### src/rtl/act_znz_gen.sv
// act_znz_gen
//   Activation zero/nonzero bitmap generator with N:GROUP_SIZE pruning.
//   Takes a stream of activation beats (M elements each). Every GROUP_SIZE/M
//   consecutive beats form one group. For each group it:
//     - keeps at most LIM nonzero elements (LIM = 8 or 16, sampled on the
//       group's first beat), with lower beat / lower element index first,
//     - forwards every beat with pruned elements forced to zero (act channel),
//     - emits one nonzero bitmap per group plus an overflow flag (znz channel).
//   The act and znz outputs are one-entry registers. They drain
//   independently, and each can load and drain in the same cycle.
//
// Configuration macro:
//   ACT_ZNZ_PRUNE_EN  defined   : elements beyond LIM are pruned (zeroed).
//                     undefined : nothing is pruned. znz_ovf_o still flags
//                                 groups whose nonzero count exceeds LIM.
//
// Ports:
//   clk            in   clock, rising edge
//   rst            in   synchronous active-high reset
//   group_nz_sel   in   0: limit 8, 1: limit 16 (sampled on beat 0)
//   act_din        in   M x DATA_W input beat, element i in act_din[i]
//   act_din_vld_i  in   input beat valid
//   act_din_rdy_o  out  input beat ready
//   act_dout       out  M x DATA_W pruned beat
//   act_dout_vld_o out  pruned beat valid
//   act_dout_rdy_i in   pruned beat ready
//   znz_dout       out  GROUP_SIZE bitmap, bit b*M+i = element i of beat b
//   znz_vld_o      out  bitmap valid
//   znz_rdy_i      in   bitmap ready
//   znz_ovf_o      out  raw nonzero count of the group exceeded LIM

module act_znz_gen #(
  parameter int M            = 8,
  parameter int DATA_W       = 8,
  parameter int GROUP_SIZE   = 32,
  parameter int GROUP_NZ_MAX = 16
) (
  input  logic                         clk,
  input  logic                         rst,
  input  logic                         group_nz_sel,
  input  logic [M-1:0][DATA_W-1:0]     act_din,
  input  logic                         act_din_vld_i,
  output logic                         act_din_rdy_o,
  output logic [M-1:0][DATA_W-1:0]     act_dout,
  output logic                         act_dout_vld_o,
  input  logic                         act_dout_rdy_i,
  output logic [GROUP_SIZE-1:0]        znz_dout,
  output logic                         znz_vld_o,
  input  logic                         znz_rdy_i,
  output logic                         znz_ovf_o
);

  localparam int BEATS = GROUP_SIZE / M;
  localparam int BW    = (BEATS > 1) ? $clog2(BEATS) : 1;
  localparam int CNT_W = $clog2(GROUP_SIZE + 1);

  // Beat position is tracked as a down-counter of beats remaining after the
  // current one: BEATS-1 on the first beat, terminal count 0 on the last.
  localparam logic [BW-1:0]    FIRST_LEFT = BW'(BEATS - 1);
  localparam logic [CNT_W-1:0] LIM_HI     = CNT_W'(GROUP_NZ_MAX);
  localparam logic [CNT_W-1:0] LIM_LO     = CNT_W'(GROUP_NZ_MAX / 2);

  // State
  logic [BW-1:0]              beats_left_q, beats_left_d;
  logic [CNT_W-1:0]           nz_cnt_q,     nz_cnt_d;
  logic [CNT_W-1:0]           lim_q,        lim_d;
  logic [GROUP_SIZE-1:0]      znz_acc_q,    znz_acc_d;
  logic [M-1:0][DATA_W-1:0]   act_dout_q,   act_dout_d;
  logic                       act_vld_q,    act_vld_d;
  logic [GROUP_SIZE-1:0]      znz_q,        znz_d;
  logic                       znz_ovf_q,    znz_ovf_d;
  logic                       znz_vld_q,    znz_vld_d;

  // Datapath
  logic                       first_beat;
  logic                       last_beat;
  logic                       din_rdy;
  logic                       accept;
  logic [CNT_W-1:0]           lim_cur;
  logic [CNT_W-1:0]           cnt_run;
  logic [M-1:0]               keep_vec;
  logic [M-1:0][DATA_W-1:0]   act_pruned;
  logic                       ovf_new;
  logic [GROUP_SIZE-1:0]      znz_shift;

  assign first_beat = (beats_left_q == FIRST_LEFT);
  assign last_beat  = (beats_left_q == '0);

  // Ready depends only on the downstream readies, never on act_din_vld_i.
  // The last beat of a group also needs room in the bitmap register.
  assign din_rdy = !rst
                && (!act_vld_q || act_dout_rdy_i)
                && (!last_beat || !znz_vld_q || znz_rdy_i);
  assign accept  = act_din_vld_i && din_rdy;

  // Keep/prune decision. cnt_run is the raw nonzero count of the group so far.
  // While it is below LIM, the raw and kept counts are equal, so comparing
  // the raw count with LIM gives the kept-count rule.
  always_comb begin
    lim_cur    = first_beat ? (group_nz_sel ? LIM_HI : LIM_LO) : lim_q;
    cnt_run    = first_beat ? '0 : nz_cnt_q;
    keep_vec   = '0;
    act_pruned = '0;
    for (int i = 0; i < M; i++) begin
      if (act_din[i] != '0) begin
`ifdef ACT_ZNZ_PRUNE_EN
        keep_vec[i] = (cnt_run < lim_cur);
`else
        keep_vec[i] = 1'b1;
`endif
        cnt_run = cnt_run + CNT_W'(1);
      end
      act_pruned[i] = keep_vec[i] ? act_din[i] : '0;
    end
    // Pruning keeps the first LIM nonzeros. So "something was pruned" and
    // "raw count > LIM" are the same condition in both builds.
    ovf_new = (cnt_run > lim_cur);
  end

  // The bitmap is assembled by shifting each beat in at the top. After BEATS
  // shifts, beat 0 sits in the low M bits. The previous group's bits have all
  // been shifted out, so the accumulator needs no clear at group start.
  generate
    if (BEATS > 1) begin : g_multi_beat
      assign znz_shift = {keep_vec, znz_acc_q[GROUP_SIZE-1:M]};
    end else begin : g_single_beat
      assign znz_shift = keep_vec;
    end
  endgenerate

  always_comb begin
    beats_left_d = beats_left_q;
    nz_cnt_d     = nz_cnt_q;
    lim_d        = lim_q;
    znz_acc_d    = znz_acc_q;
    act_dout_d   = act_dout_q;
    act_vld_d    = act_vld_q;
    znz_d        = znz_q;
    znz_ovf_d    = znz_ovf_q;
    znz_vld_d    = znz_vld_q;

    if (accept) begin
      nz_cnt_d     = cnt_run;
      lim_d        = lim_cur;
      znz_acc_d    = znz_shift;
      beats_left_d = last_beat ? FIRST_LEFT : beats_left_q - BW'(1);
    end

    // Output registers: load wins over drain, so drain+load is bubble-free.
    if (accept) begin
      act_dout_d = act_pruned;
      act_vld_d  = 1'b1;
    end else if (act_dout_rdy_i) begin
      act_vld_d  = 1'b0;
    end

    if (accept && last_beat) begin
      znz_d     = znz_shift;
      znz_ovf_d = ovf_new;
      znz_vld_d = 1'b1;
    end else if (znz_rdy_i) begin
      znz_vld_d = 1'b0;
    end
  end

  always_ff @(posedge clk) begin
    if (rst) begin
      beats_left_q <= FIRST_LEFT;
      nz_cnt_q     <= '0;
      lim_q        <= LIM_LO;
      znz_acc_q    <= '0;
      act_dout_q   <= '0;
      act_vld_q    <= 1'b0;
      znz_q        <= '0;
      znz_ovf_q    <= 1'b0;
      znz_vld_q    <= 1'b0;
    end else begin
      beats_left_q <= beats_left_d;
      nz_cnt_q     <= nz_cnt_d;
      lim_q        <= lim_d;
      znz_acc_q    <= znz_acc_d;
      act_dout_q   <= act_dout_d;
      act_vld_q    <= act_vld_d;
      znz_q        <= znz_d;
      znz_ovf_q    <= znz_ovf_d;
      znz_vld_q    <= znz_vld_d;
    end
  end

  assign act_din_rdy_o  = din_rdy;
  assign act_dout       = act_dout_q;
  assign act_dout_vld_o = act_vld_q;
  assign znz_dout       = znz_q;
  assign znz_ovf_o      = znz_ovf_q;
  assign znz_vld_o      = znz_vld_q;

endmodule
### config.mk
export PLATFORM = sky130hd
export DESIGN_NAME = act_znz_gen
export DESIGN_NICKNAME = d
export VERILOG_FILES = /design/src/rtl/act_znz_gen.sv
export SDC_FILE = /design/constraint.sdc
export NUM_CORES = 1
export LEC_CHECK = 0
export CAP_MARGIN = 25
export CORE_MARGIN = 2
export CORE_UTILIZATION = 40
export DETAILED_ROUTE_END_ITERATION = 10
export DONT_BUFFER_PORTS = 1
export PLACE_DENSITY_LB_ADDON = 0.12
export SYNTH_ARGS = -nofsm -noshare
export SYNTH_HDL_FRONTEND = slang
export SYNTH_SLANG_ARGS = --single-unit
### constraint.sdc
create_clock -name clk -period 10.4 [get_ports clk]
set_clock_uncertainty 0.05 [all_clocks]
set_input_delay 2.6 -clock clk [delete_from_list [all_inputs] [get_ports clk]]
set_output_delay 2.6 -clock clk [all_outputs]
set_load 0.05 [all_outputs]
==> reports/results.tsv <==
metric	value	unit
number of synthesized flops with an enable pin	0	
initial antenna violation count	0	
Worst EP arrival	8770	ps
Mapped Area	0.00641	mm²
Placed Cells	973	
clock buffer depth	2	
Seq/Total Area, Yosys	42.8	%
cell mode on critical path	ha_1	
Worst path slowest cell	or4_1	
Crit path largest cell delay	600	ps
CTS tree	yes	
number of diodes	0	
net count of the finished layout	863	
static leakage	2.52	nW
Max FO, Critical Path	4	
Syn Inst Count	803	
total track usage	19.7	%
Die X	131	µm
Peak VDD IR	0.109	mV
Synth Net Count	888	
maxcap violations	0	
Area growth, synth to finish	11.9	%
Post-CTS Setup Bufs	0	
Die Height	131	µm
Startpoint Class	input port	
HP Class	reg2reg	
IO Port Bufs	0	
vias per cell	5.36	
Worst-path clk slew	60	ps
relative slew slack	43.3	%
Initial Util	40.6	%
clock latency on the worst-skew pair	410	ps
Final Hold Viols	0	
post_cts resized	0	
min Tclk post-route	8520	ps
vias	5397	
Final Power	1.30	mW
Synth async-reset ratio	0	%
Pwr per Cell Area	181	mW/mm²
cts bufs inserted	17	
maximum number of pins on one net before global-route repair	136	
DRC viols	0	
Core Rows	46	
average routed wire per standard cell	16.5	µm
Sinks on Clock Net	137	
crit end category	flop	
RSZ-0062 raised after global routing	no	
Crit path required time	10650	ps
Max Fclk	0.117	GHz
Post-CTS Hold Fix Bufs	0	
Ys Warns	0	
fin util	45.5	%
Synth Register Bits	137	
DRT iter0 DRCs	323	
top_reg_cell synth	dfxtp_1	
number of global-route vias before repair	5096	
Worst-Margin Slew	849	ps
Yosys cell types	75	
drt first pass iters	4	
crit path kind	in2reg	
core area	0.0158	mm²
status	completed	
Avg Inst Size Synth	7.98	µm²
first-pass GRT wire length	26200	µm
DP Wirelength	11400	µm
setup TNS	0	ps
share of cells above drive strength 1	8.60	%
Max Slew Vio Count	0	
setup violators final	0	
global placer's final weighted congestion	0.848	
Finished Layout Cells	1007	
H-tree Lvls	4	
CTS root buf	clkbuf_16	
post-route antenna net violation count	0	
Routed WL	16600	µm
grt ovf	0	
Die ar.	0.0171	mm²
IO Pins	170	
Tcrit/Tclk final	82.0	%
cell usage after synthesis, drive strengths merged, types with 4 or more instances:
library cell  number  area, µm²
nand2            238        896
dfxtp            137       2740
a21oi            110        551
nor2              50        190
clkbuf            47        176
o21ai             18       90.1
nor3              16       90.1
nor4              16        143
ha                15        188
xnor2             13        148
a211oi            12       95.1
inv               11       41.3
and2              10       65.1
nand2b            10       62.6
xor2               8       85.1
a21boi             7       52.6
nor2b              6       37.5
or3                5       31.3
a211o              4       35.0
mux2i              4       43.8
nand3              4       25.0
o21a               4       30.0
xnor3              4       92.6
placed cells by master, fill, tap and decap left out, types with 5 or more instances in the layout:
| master | count |
|---|---|
| a211oi_1 | 11 |
| nand2b_1 | 10 |
| o21ai_0 | 18 |
| nand2_1 | 236 |
| a21oi_1 | 110 |
| nor3_1 | 14 |
| xor2_1 | 6 |
| inv_1 | 11 |
| xnor2_1 | 10 |
| nor2b_1 | 6 |
| nor2_1 | 49 |
| ha_1 | 15 |
| a21boi_0 | 6 |
| or3_1 | 5 |
| clkbuf_16 | 17 |
| dfxtp_1 | 137 |
| nor4_1 | 12 |
| and2_1 | 8 |
sequential cells by signal, indices dropped and copies added (netlist names):
name,cells
act_dout,64
znz_dout,32
znz_acc_q,24
lim_q,6
nz_cnt_q,6
beats_left_q,2
act_dout_vld_o,1
znz_ovf_o,1
znz_vld_o,1
final cells by class:
| cell class | instances | area (µm²) |
|---|---|---|
| fill | 1622 | 8600 |
| multi-input combinational | 605 | 3440 |
| sequential | 137 | 2740 |
| clock buffer | 19 | 443 |
| tap | 216 | 270 |
| clock inverter | 13 | 144 |
| timing repair buffer | 5 | 85.1 |
| inverter | 12 | 45.0 |
cells by family (layout without fill, tap and decap cells):
kind of cell    Yosys count  in the layout  share of synthesized area, %
compound gates          184            184                          17.4
fa+ha+maj                17             17                          3.24
simple gates            370            370                          25.8
buf+inv                  61             49                          3.75
xor+xnor                 27             27                          5.82
mux                       7              7                          1.21
flops                   137            137                          42.8
routing by layer:
layer | GRT usage (%) | wire length [µm] | up-vias
li1 | - | - | 2690
met1 | 24.6 | 7360 | 2559
met2 | 32.1 | 7950 | 129
met3 | 5.78 | 905 | 19
met4 | 7.76 | 416 | 0
met5 | 0 | 0 | -
report_power, final:
| part | leakage [nW] | switching [mW] | internal, mW |
|---|---|---|---|
| Clock | 0.294 | 0.236 | 0.362 |
| Sequential | 1.11 | 0.0561 | 0.543 |
| Combinational | 1.11 | 0.0612 | 0.0428 |
| Total | 2.52 | 0.353 | 0.948 |
metrics by stage:
| step | hold slack [ps] | instance area (µm²) | worst slack [ps] |
|---|---|---|---|
| 2_1_floorplan | 371 | 6410 | 2070 |
| 3_3_place_gp | 390 | 6510 | 1680 |
| 3_5_place_dp | 393 | 6530 | 1500 |
| 4_1_cts | 403 | 7120 | 1950 |
| 5_1_grt | 429 | 7170 | 1390 |
| 6_report | 405 | 7170 | 1880 |
critical path: cells and delay by family:
family,cells,cell delay [ps]
buf+inv,2,140
xor+xnor,1,130
compound gates,11,1850
mux,3,730
fa+ha+maj,6,1720
simple gates,8,1580
worst paths after layout:
| check | startpoint | endpoint | slack [ps] | cells past startpoint |
|---|---|---|---|---|
| setup / recovery | act_din[0] | znz_ovf_o | 1880 | 31 |
| hold / removal | znz_acc_q[11] | znz_dout[3] | 400 | 2 |
| setup reg to reg | beats_left_q[0] | znz_ovf_o | 3480 | 32 |
| hold reg to reg | znz_acc_q[11] | znz_dout[3] | 400 | 2 |
Note: power is estimated with default switching activity, not from simulation.
